### src/rtl/riscv_pkg.sv
// Shared encodings for the MEM-stage load/store unit: funct3 codes,
// the LSU state type, byte-enable patterns and the alignment helper.
package riscv_pkg;

    // Load funct3 encodings; stores reuse the low two bits as the size
    localparam logic [2:0] F3_LB  = 3'b000;
    localparam logic [2:0] F3_LH  = 3'b001;
    localparam logic [2:0] F3_LBU = 3'b100;
    localparam logic [2:0] F3_LHU = 3'b101;

    // Access size field funct3[1:0]; anything else behaves as a word
    localparam logic [1:0] SZ_BYTE = 2'b00;
    localparam logic [1:0] SZ_HALF = 2'b01;

    localparam logic [3:0] BE_BYTE    = 4'b0001;
    localparam logic [3:0] BE_HALF_LO = 4'b0011;
    localparam logic [3:0] BE_HALF_HI = 4'b1100;
    localparam logic [3:0] BE_WORD    = 4'b1111;

    typedef enum logic {
        IDLE = 1'b0,
        WAIT = 1'b1
    } lsu_state_t;

    // Halfwords need addr[0]=0, words (and unused sizes) need addr[1:0]=0
    function automatic logic is_misaligned(input logic [2:0] f3, input logic [1:0] off);
        logic mis;
        case (f3[1:0])
            SZ_BYTE: mis = 1'b0;
            SZ_HALF: mis = off[0];
            default: mis = (off != 2'b00);
        endcase
        return mis;
    endfunction

endpackage

### src/rtl/lsu_load_align.sv
// Combinational load alignment: picks the addressed byte/half out of the
// read word and sign- or zero-extends it according to funct3.
module lsu_load_align
    import riscv_pkg::*;
(
    input  logic [31:0] rdata_i,
    input  logic [1:0]  off_i,
    input  logic [2:0]  funct3_i,
    output logic [31:0] data_o
);

    logic [7:0]  byte_v;
    logic [15:0] half_v;

    // Lane select, then extend; unused funct3 values fall through as LW
    always_comb begin
        case (off_i)
            2'd0:    byte_v = rdata_i[7:0];
            2'd1:    byte_v = rdata_i[15:8];
            2'd2:    byte_v = rdata_i[23:16];
            default: byte_v = rdata_i[31:24];
        endcase
        half_v = off_i[1] ? rdata_i[31:16] : rdata_i[15:0];
        case (funct3_i)
            F3_LB:   data_o = {{24{byte_v[7]}}, byte_v};
            F3_LH:   data_o = {{16{half_v[15]}}, half_v};
            F3_LBU:  data_o = {24'h0, byte_v};
            F3_LHU:  data_o = {16'h0, half_v};
            default: data_o = rdata_i;
        endcase
    end

endmodule

### src/rtl/mem_stage_lsu.sv
// MEM-stage load/store unit with the MEM/WB pipeline register.
//
//   state | meaning
//   ------+---------------------------------------------------------
//   IDLE  | no access outstanding; aligned mem op requests and stalls
//   WAIT  | dmem_req held stable until ack or timeout abort
module mem_stage_lsu
    import riscv_pkg::*;
#(
    parameter int XLEN           = 32,
    parameter int TIMEOUT_CYCLES = 16
) (
    input  logic            clk,
    input  logic            rst_n,
    input  logic            mem_valid,
    input  logic            memread,
    input  logic            memwrite,
    input  logic            memtoreg,
    input  logic            regwrite,
    input  logic [4:0]      rd,
    input  logic [2:0]      funct3,
    input  logic [XLEN-1:0] alu_result,
    input  logic [XLEN-1:0] store_data,
    output logic            stall,
    output logic            dmem_req,
    output logic            dmem_we,
    output logic [XLEN-1:0] dmem_addr,
    output logic [3:0]      dmem_be,
    output logic [XLEN-1:0] dmem_wdata,
    input  logic            dmem_ack,
    input  logic [XLEN-1:0] dmem_rdata,
    output logic            wb_valid,
    output logic            wb_memtoreg,
    output logic            wb_regwrite,
    output logic [4:0]      wb_rd,
    output logic [XLEN-1:0] wb_read_data,
    output logic [XLEN-1:0] wb_result,
    output logic            misalign,
    output logic            bus_err
);

    localparam int CNT_W    = (TIMEOUT_CYCLES > 1) ? $clog2(TIMEOUT_CYCLES) : 1;
    localparam int LAST_INT = (TIMEOUT_CYCLES > 0) ? TIMEOUT_CYCLES - 1 : 0;
    localparam logic [CNT_W-1:0] CNT_LAST = LAST_INT[CNT_W-1:0];

    lsu_state_t       state_q, state_d;
    logic [CNT_W-1:0] cnt_q, cnt_d;

    logic        mem_op;
    logic        misal;
    logic        misal_fault;
    logic        acc_start;
    logic        acc_done;
    logic        acc_abort;
    logic [3:0]  be_d;
    logic [31:0] wdata_d;
    logic [31:0] load_data;

    assign mem_op      = mem_valid & (memread | memwrite);
    assign misal       = is_misaligned(funct3, alu_result[1:0]);
    assign misal_fault = (state_q == IDLE) & mem_op & misal;

    // Next state, wait counter and stall; ack wins over a same-cycle timeout
    always_comb begin
        state_d   = state_q;
        cnt_d     = cnt_q;
        stall     = 1'b0;
        acc_start = 1'b0;
        acc_done  = 1'b0;
        acc_abort = 1'b0;
        case (state_q)
            IDLE: begin
                if (mem_op && !misal) begin
                    stall     = 1'b1;
                    acc_start = 1'b1;
                    cnt_d     = '0;
                    state_d   = WAIT;
                end
            end
            WAIT: begin
                if (dmem_ack) begin
                    acc_done = 1'b1;
                    state_d  = IDLE;
                end else if ((TIMEOUT_CYCLES > 0) && (cnt_q == CNT_LAST)) begin
                    acc_abort = 1'b1;
                    state_d   = IDLE;
                end else begin
                    stall = 1'b1;
                    if (TIMEOUT_CYCLES > 0) begin
                        cnt_d = cnt_q + CNT_W'(1);
                    end
                end
            end
            default: state_d = IDLE;
        endcase
    end

    // FSM state and wait counter registers
    always_ff @(posedge clk or negedge rst_n) begin
        if (!rst_n) begin
            state_q <= IDLE;
            cnt_q   <= '0;
        end else begin
            state_q <= state_d;
            cnt_q   <= cnt_d;
        end
    end

    // Store lane enables and per-lane replicated write data
    always_comb begin
        case (funct3[1:0])
            SZ_BYTE: begin
                be_d    = BE_BYTE << alu_result[1:0];
                wdata_d = {4{store_data[7:0]}};
            end
            SZ_HALF: begin
                be_d    = alu_result[1] ? BE_HALF_HI : BE_HALF_LO;
                wdata_d = {2{store_data[15:0]}};
            end
            default: begin
                be_d    = BE_WORD;
                wdata_d = store_data;
            end
        endcase
    end

    // Memory request register: loaded on entry to WAIT, dropped on ack/abort
    always_ff @(posedge clk or negedge rst_n) begin
        if (!rst_n) begin
            dmem_req   <= 1'b0;
            dmem_we    <= 1'b0;
            dmem_be    <= 4'h0;
            dmem_addr  <= '0;
            dmem_wdata <= '0;
        end else if (acc_start) begin
            dmem_req   <= 1'b1;
            dmem_we    <= memwrite;
            dmem_be    <= be_d;
            dmem_addr  <= {alu_result[31:2], 2'b00};
            dmem_wdata <= wdata_d;
        end else if (acc_done || acc_abort) begin
            dmem_req <= 1'b0;
            dmem_we  <= 1'b0;
            dmem_be  <= 4'h0;
        end
    end

    lsu_load_align u_align (
        .rdata_i  (dmem_rdata),
        .off_i    (alu_result[1:0]),
        .funct3_i (funct3),
        .data_o   (load_data)
    );

    // MEM/WB register: bubble while stalled, otherwise retire the slot
    always_ff @(posedge clk or negedge rst_n) begin
        if (!rst_n) begin
            wb_valid     <= 1'b0;
            wb_memtoreg  <= 1'b0;
            wb_regwrite  <= 1'b0;
            wb_rd        <= 5'd0;
            wb_read_data <= '0;
            wb_result    <= '0;
            misalign     <= 1'b0;
            bus_err      <= 1'b0;
        end else if (stall) begin
            wb_valid    <= 1'b0;
            wb_regwrite <= 1'b0;
            misalign    <= 1'b0;
            bus_err     <= 1'b0;
        end else begin
            wb_valid     <= mem_valid;
            wb_memtoreg  <= memtoreg;
            wb_regwrite  <= mem_valid & regwrite & ~misal_fault & ~acc_abort;
            wb_rd        <= rd;
            wb_result    <= alu_result;
            wb_read_data <= (acc_done && !memwrite) ? load_data : '0;
            misalign     <= misal_fault;
            bus_err      <= acc_abort;
        end
    end

endmodule
### config.mk
export PLATFORM = sky130hd
export DESIGN_NAME = mem_stage_lsu
export DESIGN_NICKNAME = d
export VERILOG_FILES = /design/src/rtl/riscv_pkg.sv /design/src/rtl/lsu_load_align.sv /design/src/rtl/mem_stage_lsu.sv
export SDC_FILE = /design/constraint.sdc
export NUM_CORES = 1
export LEC_CHECK = 0
export ABC_AREA = 1
export BUFFER_PORTS_ARGS = -buffer_cell sky130_fd_sc_hd__buf_2
export CAP_MARGIN = 40
export CORE_MARGIN = 8
export CORE_UTILIZATION = 45
export DETAILED_ROUTE_END_ITERATION = 12
export GPL_TIMING_DRIVEN = 1
export PLACE_DENSITY = 0.75
export SETUP_SLACK_MARGIN = 0.2
export SYNTH_ARGS = -nofsm -noshare
export SYNTH_HDL_FRONTEND = slang
export SYNTH_SLANG_ARGS = --single-unit
### constraint.sdc
create_clock -name clk -period 3.5 [get_ports clk]
set_input_delay 1.05 -clock clk [delete_from_list [all_inputs] [get_ports clk]]
set_output_delay 1.05 -clock clk [all_outputs]
set_load 0.01 [all_outputs]
Word level (Yosys, flattened, before mapping):

Cells that the tools add are included.

* add/subtract/negate cells: 1
* eq/ne operators: 10
* shifts and indexed selects: 1
* muxes and demuxes: 31
* bitwise logic cells: 10
* reductions and logical operators: 11

Operator list (count)
* 32-bit one-hot mux with 4 select lines: 1
* 32-bit one-hot mux with 2 select lines: 1
* 32-bit 2-to-1 mux: 1
* 4-bit 2-to-1 mux: 6
* 8-bit one-hot mux with 3 select lines: 1
* 1-bit 2-to-1 mux: 16
* 16-bit 2-to-1 mux: 1
* 4-bit one-hot mux with 2 select lines: 2
* 1-bit bitwise AND: 6
* 3-bit == test (second input constant): 2
* 4-bit by 1-bit adder with 4-bit output (second input constant): 1
* 2-bit by 1-bit == test with 1-bit output (second input constant): 2
* 4-bit == test (second input constant): 1
* 2-bit logical NOT: 2
* 2-bit != test (second input constant): 2
* 1-bit one-hot mux with 2 select lines: 2
* 2-bit nonzero test: 2
* 1-bit by 2-bit left shift with 4-bit output (first input constant): 1
* 3-bit by 1-bit == test with 1-bit output (second input constant): 1
* 3-bit logical NOT: 1
* 1-bit NOT: 3
* 3-bit AND reduction: 1
* 2-bit == test (second input constant): 1
* 1-bit logical AND: 2
* 4 further kinds: 5

* bits in registers: 147
* output and inout bits: 145

Logic depth before layout (Yosys ltp):

Gate-level depths: netlist of the first run.

* depth in word-level cells: 8
* mapped depth: 10
* gate-level depth less buffers: 8

Cells and area by module:

A second synthesis of the first run with hierarchy kept.

* cell total of the unflattened synthesis: 895
* area, all modules: 6995.5 um^2

By module, submodules not included
* mem_stage_lsu: instances 1, cells an instance 732, area each 6137.1 um^2, sequential area each 3678.5 um^2
* lsu_load_align: instances 1, cells an instance 163, area each 858.3 um^2, sequential area each 0.0 um^2

Worst setup path before layout of the first run:

No wires, ideal clock.

* kind: in2out
* start: input funct3[0]
* end: output stall
* arrival time: 1927 ps
* slack: 523 ps
* stages: 8
* cell sequence: buf_2 nor2_1 inv_1 nand2_1 nand2_2 nand2_2 buf_6 buf_6

* cells in the longest elaborated chain, start to end: 6

RTL lines
* from (decl): line mem_stage_lsu.sv:21 `input logic [2:0] funct3,`
* 2-bit by 1-bit == test with 1-bit output or 2-bit logical NOT (tied branches): line riscv_pkg.sv:28 `case (f3[1:0])`
* 1-bit one-hot mux with 2 select lines *: line riscv_pkg.sv:28
* 1-bit logical NOT *: line mem_stage_lsu.sv:73 `if (mem_op && !misal) begin`
* 1-bit logical AND *: line mem_stage_lsu.sv:73
* 1-bit 2-to-1 mux *: line mem_stage_lsu.sv:73
* 1-bit one-hot mux with 2 select lines *: line mem_stage_lsu.sv:71 `case (state_q)`
* to (decl): line mem_stage_lsu.sv:24 `output logic stall,`

Mark *: on every way between the ends. The rest lies on a longest branch, timed or not.

Worst setup path in the final report of the first run:

* start: input alu_result[1]
* end: output stall

* cells in the longest elaborated chain, start to end: 6

RTL lines
* from (decl): line mem_stage_lsu.sv:22 `input logic [XLEN-1:0] alu_result,`
* 2-bit nonzero test: line riscv_pkg.sv:31 `default: mis = (off != 2'b00);`
* 1-bit one-hot mux with 2 select lines: line riscv_pkg.sv:28
* 1-bit logical NOT: line mem_stage_lsu.sv:73
* 1-bit logical AND: line mem_stage_lsu.sv:73
* 1-bit 2-to-1 mux: line mem_stage_lsu.sv:73
* 1-bit one-hot mux with 2 select lines: line mem_stage_lsu.sv:71

No other way between the ends.

==> results.py, run 1 <==
metrics = {
    "yosys": {
        "ys_seq_elements": 147,
        "synth_adder_area_share": 0.001941,
        "synth_commonest_cells": "nand2_1 (266), dfrtp_1 (147), o21ai_0 (114)",
        "syn_area_per_cell_um2": 8.213,
        "yosys.area_share.xor_xnor": 0.001358,
        "synthCells": 785,
        "postSynth.topFlopCell": "dfrtp_1",
        "synth.lib_cells_used.distinct": 24,
        "area_fraction_in_compound_gates_after_synthesis": 0.1203,
        "post_synth_and_or_nand_nor_area_fraction": 0.2338,
        "post_synth_edffs": 0,
        "synth_top_family_by_area": "simple AND/OR/NAND/NOR gates",
        "asyncSetResetFlopFracSynth": 1.000,
        "synth_warnings": 0,
        "ys_seq_area_frac": 0.5705,
        "synth.top_cells.by_area": "dfrtp_1 (57%), nand2_1 (15%), o21ai_0 (8.8%), nand3_1 (3.6%), inv_1 (3.5%)",
        "synthMuxAreaShare": 0,
        "synth.most_common_cell": "nand2_1",
        "post-synth-top-area-fraction": 0.5705,
        "post_syn_area_mm2": 0.006447,
        "post-synth-top-area-cell": "dfrtp_1",
    },
    "cts": {
        "cts_hold_buf": 0,
        "htreeDepth": 4,
        "cts_buffers": 17,
        "tritoncts": "yes",
        "cts.root.buffer_cell": "clkbuf_16",
        "cts_buffer_depth": 2,
        "postCtsSetupBuffers": 0,
        "insertion_delay_ps": 430,
        "clock_pin_slew_of_the_registers_on_the_worst_case_setup_and_hold_paths_ps": 60,
        "cts-resized-gates": 0,
        "tritoncts_num_sinks": 147,
    },
    "worst_setup_path": {
        "reg2reg_to": "wb_result[24]",
        "crit_required_ps": 2450,
        "endpoint_kind_of_the_worst_setup_timing_path": "primary output",
        "crit-reg2reg-launch": "cnt_q[0]",
        "start_kind": "input port",
        "timing_worst_setup_path_type": "in -> out",
        "arrival_ps": 1940,
        "worstSetupStartpoint": "alu_result[1]",
        "worstRegToRegCells": 8,
        "crit_path_max_fanout": 8,
        "setup.reg_to_reg.worst_slack_ps": 1480,
    },
    "timing": {
        "tightest_slew_ps": 691.4,
        "fin_setup_tns_ps": 0,
        "timing.final.crit_share": 0.8537,
        "clock-skew-final_ps": 10.99,
        "hold_viol": 0,
        "report.final.setup_viol": 0,
        "fin_worst_hold_slack_ps": 466.9,
        "timing.max_slew.rel_slack": 0.5391,
        "grt_setup_unrepaired": "no",
        "period_needed_ps": 2988,
        "max_frequency_ghz": 0.3347,
        "final-max-slew-violation-count": 0,
    },
    "pwr": {
        "power_frac_seq": 0.424,
        "p_clk_frac": 0.363,
        "netSwitchingFraction": 0.3128,
        "power-per-cell-area_mw_per_mm2": 601.4,
        "net-switching-power_w": 0.001597,
        "comb_power_share": 0.213,
        "p_int_w": 0.003508,
        "pleak_nw": 4.797,
        "vdd_drop_max_mv": 0.3511,
    },
    "cells_and_area": {
        "finish.net_count": 1140,
        "drive_gt1_frac": 0.2990,
        "area_of_the_multi_input_gates_mm2": 0.002322,
        "area_growth_pct": 31.65,
        "layout.filler_cells": 1234,
        "total_non_filler_cell_area_in_the_finished_layout_mm2": 0.008488,
        "area.sequential_mm2": 0.003679,
    },
    "floorplan": {
        "effective_utilization_at_floorplan": 0.4627,
        "core_region_area_mm2": 0.01393,
        "die_h_um": 135.7,
        "die-width_um": 135.7,
        "floorplan.io_pins": 257,
        "fp-row-count": 43,
        "floorplan_die_area_mm2": 0.01841,
    },
    "global_route": {
        "grt_start_max_net_pins": 136,
        "gr-total-overflow": 0,
        "wire_length_of_the_first_global_routing_pass_um": 32020,
        "via_count_of_the_first_global_routing_pass": 6152,
        "number_of_antenna_violations_at_the_first_check_in_global_routing": 4,
        "globalRouteTotalUtil": 0.2222,
    },
    "detailed_routing": {
        "post_drt_via_cell_ratio": 4.997,
        "wirelength_um": 20740,
        "dr.first_iter.drc_count": 485,
        "via_count": 6116,
        "number_of_design_rule_violations_left_after_detail_routing": 0,
        "detail-route-antenna-nets": 0,
        "drt_pre_antenna_iters": 6,
        "routed_wire_length_per_instance_um": 16.94,
    },
    "run": {
        "drv_cap": 0,
    },
    "placed_design": {
        "detailed_place_hpwl_um": 14920,
        "portBuffers": 254,
        "globalplace.congestion": 0.8764,
        "placedInstanceArea_mm2": 0.007875,
    },
    "outcome": {
        "run_status": "completed",
    },
    "hold_path": {
        "holdCritPathClass": "reg -> reg",
        "timing.hold.worst.start": "wb_rd[1]",
        "min_delay_path_depth": 2,
        "worstHoldEndpoint": "wb_rd[1]",
    },
}
==> layout by cell type, fill, tap and decap left out, types with 11 or more instances in the layout <==
master and n:
inv_1 60, buf_2 253, buf_4 11, nand2_1 266, clkbuf_16 17, nand3_1 47
a21oi_1 33, nor2_1 44, dfrtp_1 147, o21ai_0 114
==> how the worst max path moves through the flow <==
stage               slack, ps  endpoint  cells after the start
floorplan                 520     stall                      8
global placement          540     stall                      7
detailed placement        520     stall                      7
CTS                       510     stall                      7
global route              460     stall                      7
finish                    510     stall                      7
==> through the flow <==
| stage | std cells | worst slack, ps | util | total power (W) |
|---|---|---|---|---|
| 6_report | 1224 | 512.1 | 0.6091 | 0.005104 |
| 5_1_grt | 1224 | 456.9 | 0.6091 | 0.005356 |
| 4_1_cts | 1220 | 511.3 | 0.6084 | 0.005150 |
| 3_5_place_dp | 1188 | 520.5 | 0.5651 | 0.003276 |
| 3_3_place_gp | 1187 | 538.1 | 0.5637 | 0.003241 |
| 2_1_floorplan | 786 | 522.5 | - | 0.002718 |
==> power groups by stage <==
stage	sequential (W)	clock, W	combinational [W]
detailed placement	0.00218	0	0.00110
finish	0.00217	0.00185	0.00109
CTS	0.00216	0.00188	0.00111
floorplan	0.00231	0	0.000407
global route	0.00220	0.00195	0.00121
global placement	0.00218	0	0.00106
==> routing by layer <==
metal | global-route usage | vias up | routed length [µm]
met2 | 0.3526 | 267 | 9857
met1 | 0.2633 | 2824 | 8254
met3 | 0.08160 | 40 | 2021
li1 | - | 2985 | -
met5 | 0 | - | 0
met4 | 0.1036 | 0 | 608
==> flip-flops by register name, indices dropped and copies added (netlist names), 4 cells and up <==
signal,cells
cnt_q,4
dmem_addr,30
dmem_wdata,32
wb_read_data,32
wb_rd,5
wb_result,32
dmem_be,4
==> worst max-delay path, cell delays in order <==
cell and delay (ps):
buf_2 110, inv_1 130, o21ai_1 210, nand2_1 130
nand2_4 110, nand2_4 60, buf_2 140
==> cells by family after synthesis <==
group	Yosys count
compound gates	154
xor+xnor	1
fa+ha+maj	1
buf+inv	107
flops	147
other cells	1
simple gates	374
==> layout make-up <==
type                            count  share of cell area
Tap cell                          180             0.02653
Inverter                           61             0.02698
Antenna cell                        4            0.001179
Clock inverter                     13             0.01769
Clock buffer                       19             0.05336
Multi-Input combinational cell    532              0.2736
Timing Repair Buffer              268              0.1673
Sequential cell                   147              0.4334
Power figures use the tool's default switching activity.
==> inputs of run 2 (changes only) <==
- CORE_MARGIN: 8 -> 2
==> results.py, run 2 (synthesis results as in run 1) <==
metrics = {
    "timing": {
        "period_needed_ps": 2871,
        "fin_setup_tns_ps": 0,
        "max_frequency_ghz": 0.3483,
        "clock-skew-final_ps": 11.83,
        "timing.final.crit_share": 0.8204,
        "final-max-slew-violation-count": 0,
        "report.final.setup_viol": 0,
        "tightest_slew_ps": 822.2,
        "grt_setup_unrepaired": "no",
        "hold_viol": 0,
        "timing.max_slew.rel_slack": 0.4519,
    },
    "floorplan": {
        "floorplan_die_area_mm2": 0.01530,
        "effective_utilization_at_floorplan": 0.4627,
        "die_h_um": 123.7,
        "die-width_um": 123.7,
        "core_region_area_mm2": 0.01393,
        "floorplan.io_pins": 257,
        "fp-row-count": 43,
    },
    "worst_setup_path": {
        "timing_worst_setup_path_type": "in -> out",
        "crit-reg2reg-launch": "cnt_q[0]",
        "crit_required_ps": 2450,
        "path_delay_family": "simple AND/OR/NAND/NOR gates",
        "setup.reg_to_reg.worst_slack_ps": 1480,
        "cp_num_buf_inv": 2,
        "reg2reg_to": "wb_result[20]",
        "worst_path_largest_cell_delay_ps": 230,
        "cp_slowest_cell": "o21ai_0",
        "start_kind": "input port",
        "crit_path_cell_trace": "buf_2 -> o21ai_0 -> nor2_1 -> nand2_4 -> nand2_4 -> buf_2",
        "crit_path_max_fanout": 3,
        "endpoint_kind_of_the_worst_setup_timing_path": "primary output",
        "arrival_ps": 1820,
        "worstRegToRegCells": 7,
    },
    "detailed_routing": {
        "detail-route-antenna-nets": 0,
        "dr.first_iter.drc_count": 550,
        "routed_wire_length_per_instance_um": 15.22,
        "number_of_design_rule_violations_left_after_detail_routing": 0,
        "via_count": 6092,
        "wirelength_um": 18590,
        "drt_pre_antenna_iters": 7,
        "post_drt_via_cell_ratio": 4.985,
    },
    "hold_path": {
        "min_delay_path_depth": 2,
        "timing.hold.worst.start": "dmem_req",
        "worstHoldEndpoint": "dmem_req",
        "holdCritPathClass": "reg -> reg",
    },
    "global_route": {
        "grt_start_max_net_pins": 95,
        "wire_length_of_the_first_global_routing_pass_um": 29160,
        "globalRouteTotalUtil": 0.2510,
        "via_count_of_the_first_global_routing_pass": 5679,
        "gr-total-overflow": 0,
        "number_of_antenna_violations_at_the_first_check_in_global_routing": 1,
    },
    "cts": {
        "insertion_delay_ps": 420,
        "tritoncts_num_sinks": 147,
        "cts-resized-gates": 0,
        "tritoncts": "yes",
        "postCtsSetupBuffers": 0,
        "cts_buffers": 17,
        "clock_pin_slew_of_the_registers_on_the_worst_case_setup_and_hold_paths_ps": 60,
        "htreeDepth": 4,
        "cts_buffer_depth": 2,
        "cts.root.buffer_cell": "clkbuf_16",
        "cts_hold_buf": 0,
    },
    "cells_and_area": {
        "finish.net_count": 1142,
        "layoutNonFillerInstCount": 1222,
        "final_common_cell": "nand2_1",
        "drive_gt1_frac": 0.2997,
        "area_of_the_multi_input_gates_mm2": 0.002322,
        "most-common-layout-cells": "nand2_1 (266), buf_2 (253), dfrtp_1 (147)",
        "total_non_filler_cell_area_in_the_finished_layout_mm2": 0.008481,
        "area_growth_pct": 31.53,
        "area.sequential_mm2": 0.003679,
        "layout.filler_cells": 1275,
        "largestRegisters": "dmem_wdata (32), wb_read_data (32), wb_result (32)",
    },
    "outcome": {
        "run_status": "completed",
    },
    "pwr": {
        "power-per-cell-area_mw_per_mm2": 596.1,
        "pleak_nw": 4.799,
        "vdd_drop_max_mv": 0.3162,
        "post-layout-total-power_w": 0.005055,
    },
    "placed_design": {
        "detailed_place_hpwl_um": 13650,
        "placedInstanceArea_mm2": 0.007878,
        "globalplace.congestion": 0.9303,
        "portBuffers": 254,
        "placed_cells": 1190,
    },
    "run": {
        "drv_cap": 0,
    },
}
==> run 2: cell count changes in the layout (fill, tap and decap cells not counted) <==
cell      previous run  this run
buf_12               3         2
buf_4               11        14
clkinv_2             2         1
clkinv_4             5         3
diode_2              4         1
inv_6                2         3
inv_8                1         2
==> run 2: tightest hold or removal path, cell delays in order (launching register included) <==
cell and delay [ps]:
dfrtp_1 340, nand2_1 50, nand2_1 40
==> run 2: per-layer routing <==
metal,global-route usage,wire [µm],vias up
met5,0,0,-
met1,0.3347,7852,2814
li1,-,-,2988
met2,0.3891,8758,257
met3,0.07463,1536,33
met4,0.09304,447,0
==> run 2: report_power, final <==
part           switching [W]  internal [W]
logic               0.000646      0.000413
clock network       0.000729       0.00110
registers           0.000170       0.00199
total                0.00155       0.00351
==> run 2: worst max-delay path by stage <==
stage | startpoint | end | cells after the start | slack, ps
after floorplan | funct3[0] | stall | 8 | 520
after global placement | memwrite | dmem_wdata[28] | 7 | 500
after detailed placement | memwrite | dmem_wdata[13] | 7 | 400
after CTS | memwrite | stall | 6 | 600
after global routing | memwrite | stall | 6 | 530
final | memwrite | stall | 6 | 630
==> run 2: cell type report <==
cell class                 instances  share of cell area
multi-input combinational        532              0.2738
tap                              180             0.02656
timing repair buffer             270              0.1677
inverter                          61             0.02700
sequential                       147              0.4338
antenna                            1           0.0002951
clock inverter                    12             0.01741
clock buffer                      19             0.05341
==> run 2: metrics by stage <==
step / utilization / hold slack [ps] / setup slack (ps)
global placement: 0.5639 / 448.7 / 499.8
detailed placement: 0.5653 / 455.5 / 397.6
floorplan: - / 472.4 / 522.5
global route: 0.6086 / 490.1 / 528.0
finish: 0.6086 / 464.8 / 628.5
CTS: 0.6084 / 469.7 / 603.0
==> inputs of run 3 (changes only) <==
- ABC_AREA: 1 -> 0
- CORE_UTILIZATION: 45 -> 44
- PLACE_DENSITY: 0.75 -> 0.77
- clock period: 3.5 -> 2.5 ns (I/O delays scaled with it)
==> results.py, run 3 <==
metrics = {
    "outcome": {
        "run_status": "completed",
    },
    "cts": {
        "cts.root.buffer_cell": "clkbuf_16",
        "clock_pin_slew_of_the_registers_on_the_worst_case_setup_and_hold_paths_ps": 60,
        "tritoncts_num_sinks": 147,
        "cts_buffer_depth": 2,
        "htreeDepth": 4,
        "insertion_delay_ps": 410,
        "cts_hold_buf": 0,
        "cts_buffers": 17,
        "tritoncts": "yes",
    },
    "detailed_routing": {
        "detail-route-antenna-nets": 0,
        "dr.first_iter.drc_count": 268,
        "wirelength_um": 17030,
        "post_drt_via_cell_ratio": 5.214,
        "drt_pre_antenna_iters": 4,
        "routed_wire_length_per_instance_um": 17.68,
        "via_count": 5021,
        "number_of_design_rule_violations_left_after_detail_routing": 0,
    },
    "worst_setup_path": {
        "start_kind": "input port",
        "crit_path_max_fanout": 6,
        "endpoint_kind_of_the_worst_setup_timing_path": "primary output",
        "crit-reg2reg-launch": "cnt_q[1]",
        "arrival_ps": 1530,
        "worstSetupStartpoint": "alu_result[0]",
        "crit_required_ps": 1750,
        "timing_worst_setup_path_type": "in -> out",
    },
    "floorplan": {
        "core_region_area_mm2": 0.01442,
        "fp-row-count": 44,
        "effective_utilization_at_floorplan": 0.4465,
        "die-width_um": 125.0,
        "die_h_um": 125.0,
        "floorplan.io_pins": 257,
        "floorplan_die_area_mm2": 0.01562,
    },
    "cells_and_area": {
        "total_non_filler_cell_area_in_the_finished_layout_mm2": 0.008544,
        "area_growth_pct": 32.68,
        "most-common-layout-cells": "buf_2 (252), dfrtp_1 (146), mux2_2 (76)",
        "final_common_cell": "buf_2",
        "finish.net_count": 879,
        "layoutNonFillerInstCount": 963,
        "drive_gt1_frac": 0.5129,
        "largestRegisters": "dmem_wdata (32), wb_read_data (32), wb_result (32)",
    },
    "global_route": {
        "grt_start_max_net_pins": 99,
        "gr-total-overflow": 0,
        "via_count_of_the_first_global_routing_pass": 5214,
        "number_of_antenna_violations_at_the_first_check_in_global_routing": 2,
        "globalRouteTotalUtil": 0.2196,
        "wire_length_of_the_first_global_routing_pass_um": 27390,
    },
    "timing": {
        "final-max-slew-violation-count": 0,
        "tightest_slew_ps": 689.3,
        "grt_setup_unrepaired": "yes",
        "max_frequency_ghz": 0.4380,
        "clock-skew-final_ps": 5.967,
        "hold_viol": 0,
        "timing.max_slew.rel_slack": 0.5390,
        "timing.final.crit_share": 0.9132,
        "period_needed_ps": 2283,
        "fin_setup_tns_ps": 0,
        "report.final.setup_viol": 0,
    },
    "run": {
        "drv_cap": 0,
    },
    "pwr": {
        "vdd_drop_max_mv": 0.6766,
        "power-per-cell-area_mw_per_mm2": 837.1,
        "pleak_nw": 4.283,
    },
    "yosys": {
        "post-synth-top-area-fraction": 0.5712,
        "post_synth_edffs": 0,
        "postSynth.topFlopCell": "dfrtp_1",
        "ys_seq_area_frac": 0.5712,
        "post-synth-top-area-cell": "dfrtp_1",
        "synth_commonest_cells": "dfrtp_1 (147), mux2_2 (76), o21ai_0 (41)",
        "syn_area_per_cell_um2": 12.85,
        "synthCells": 501,
        "ys_seq_elements": 147,
        "synth_warnings": 0,
        "synth.lib_cells_used.distinct": 48,
        "post_syn_area_mm2": 0.006440,
        "asyncSetResetFlopFracSynth": 1.000,
        "synth.most_common_cell": "dfrtp_1",
        "synth.top_cells.by_area": "dfrtp_1 (57%), mux2_2 (13%), mux2i_1 (5.0%), o21ai_0 (3.2%), buf_6 (2.8%)",
    },
    "placed_design": {
        "placedInstanceArea_mm2": 0.007845,
        "placed_cells": 924,
        "detailed_place_hpwl_um": 12640,
        "globalplace.congestion": 0.8324,
        "portBuffers": 254,
    },
    "hold_path": {
        "holdCritPathClass": "in -> async",
    },
}
run 3: metal layers:
metal  vias up  GRT usage  routed length, µm
met1      2475     0.2766               7082
li1       2340          -                  -
met5         -          0                  8
met4         2    0.07778                393
met2       176     0.3622               8430
met3        28    0.06590               1112
run 3: where the power goes:
group          switching, W  internal (W)  total, W
sequential         0.000220       0.00279   0.00301
combinational      0.000815      0.000736   0.00155
clock              0.000944       0.00165   0.00259
total               0.00198       0.00517   0.00715
run 3: kinds of logic after synthesis:
group,Yosys count,share of synthesized area
flops,147,0.5712
mux,110,0.1885
compound gates,109,0.1216
simple gates,94,0.07189
buf+inv,39,0.04430
fa+ha+maj,1,0.001943
other cells,1,0.0005823
run 3: worst max-delay path, cell delays in order:
cell	delay, ps
buf_2	130
buf_4	160
nand2_2	100
o2111ai_4	170
nand2_8	120
buf_6	110
run 3: worst paths after layout:
check	cells after the start	endpoint	slack, ps
max	6	stall	220
min	1	dmem_addr[31]	300
max reg2reg	7	wb_result[7]	510
min reg2reg	2	dmem_wdata[22]	480
max in group asynchronous	2	misalign	1540
min in group clk	2	dmem_wdata[22]	480
run 3: area by class of cell:
type                            count  area (µm²)
Antenna cell                        1       2.502
Timing Repair Buffer              279        1496
Tap cell                          184       230.2
Fill cell                        1251        5879
Clock buffer                       23       478.0
Clock inverter                      8       125.1
Multi-Input combinational cell    316        2514
Inverter                            5       18.77
Sequential cell                   147        3680
run 3: metrics by stage:
stage | utilization | power (W) | hold slack [ps] | setup slack (ps)
after floorplan | - | 0.003841 | 454.4 | 44.15
after global routing | 0.5922 | 0.007508 | 329.9 | 163.8
final | 0.5924 | 0.007153 | 295.9 | 217.1
after global placement | 0.5439 | 0.004513 | 457.3 | 192.6
after detailed placement | 0.5439 | 0.004571 | 469.8 | 158.0
after CTS | 0.5890 | 0.007197 | 308.3 | 204.6
run 3: timing repair:
item / 4_1_cts / 5_1_grt
setup buffers: 3 / 4
pin swaps: 0 / 4
cloned: 0 / 0
setup endpoints to repair: 1 / 1
resized for setup: 5 / 3
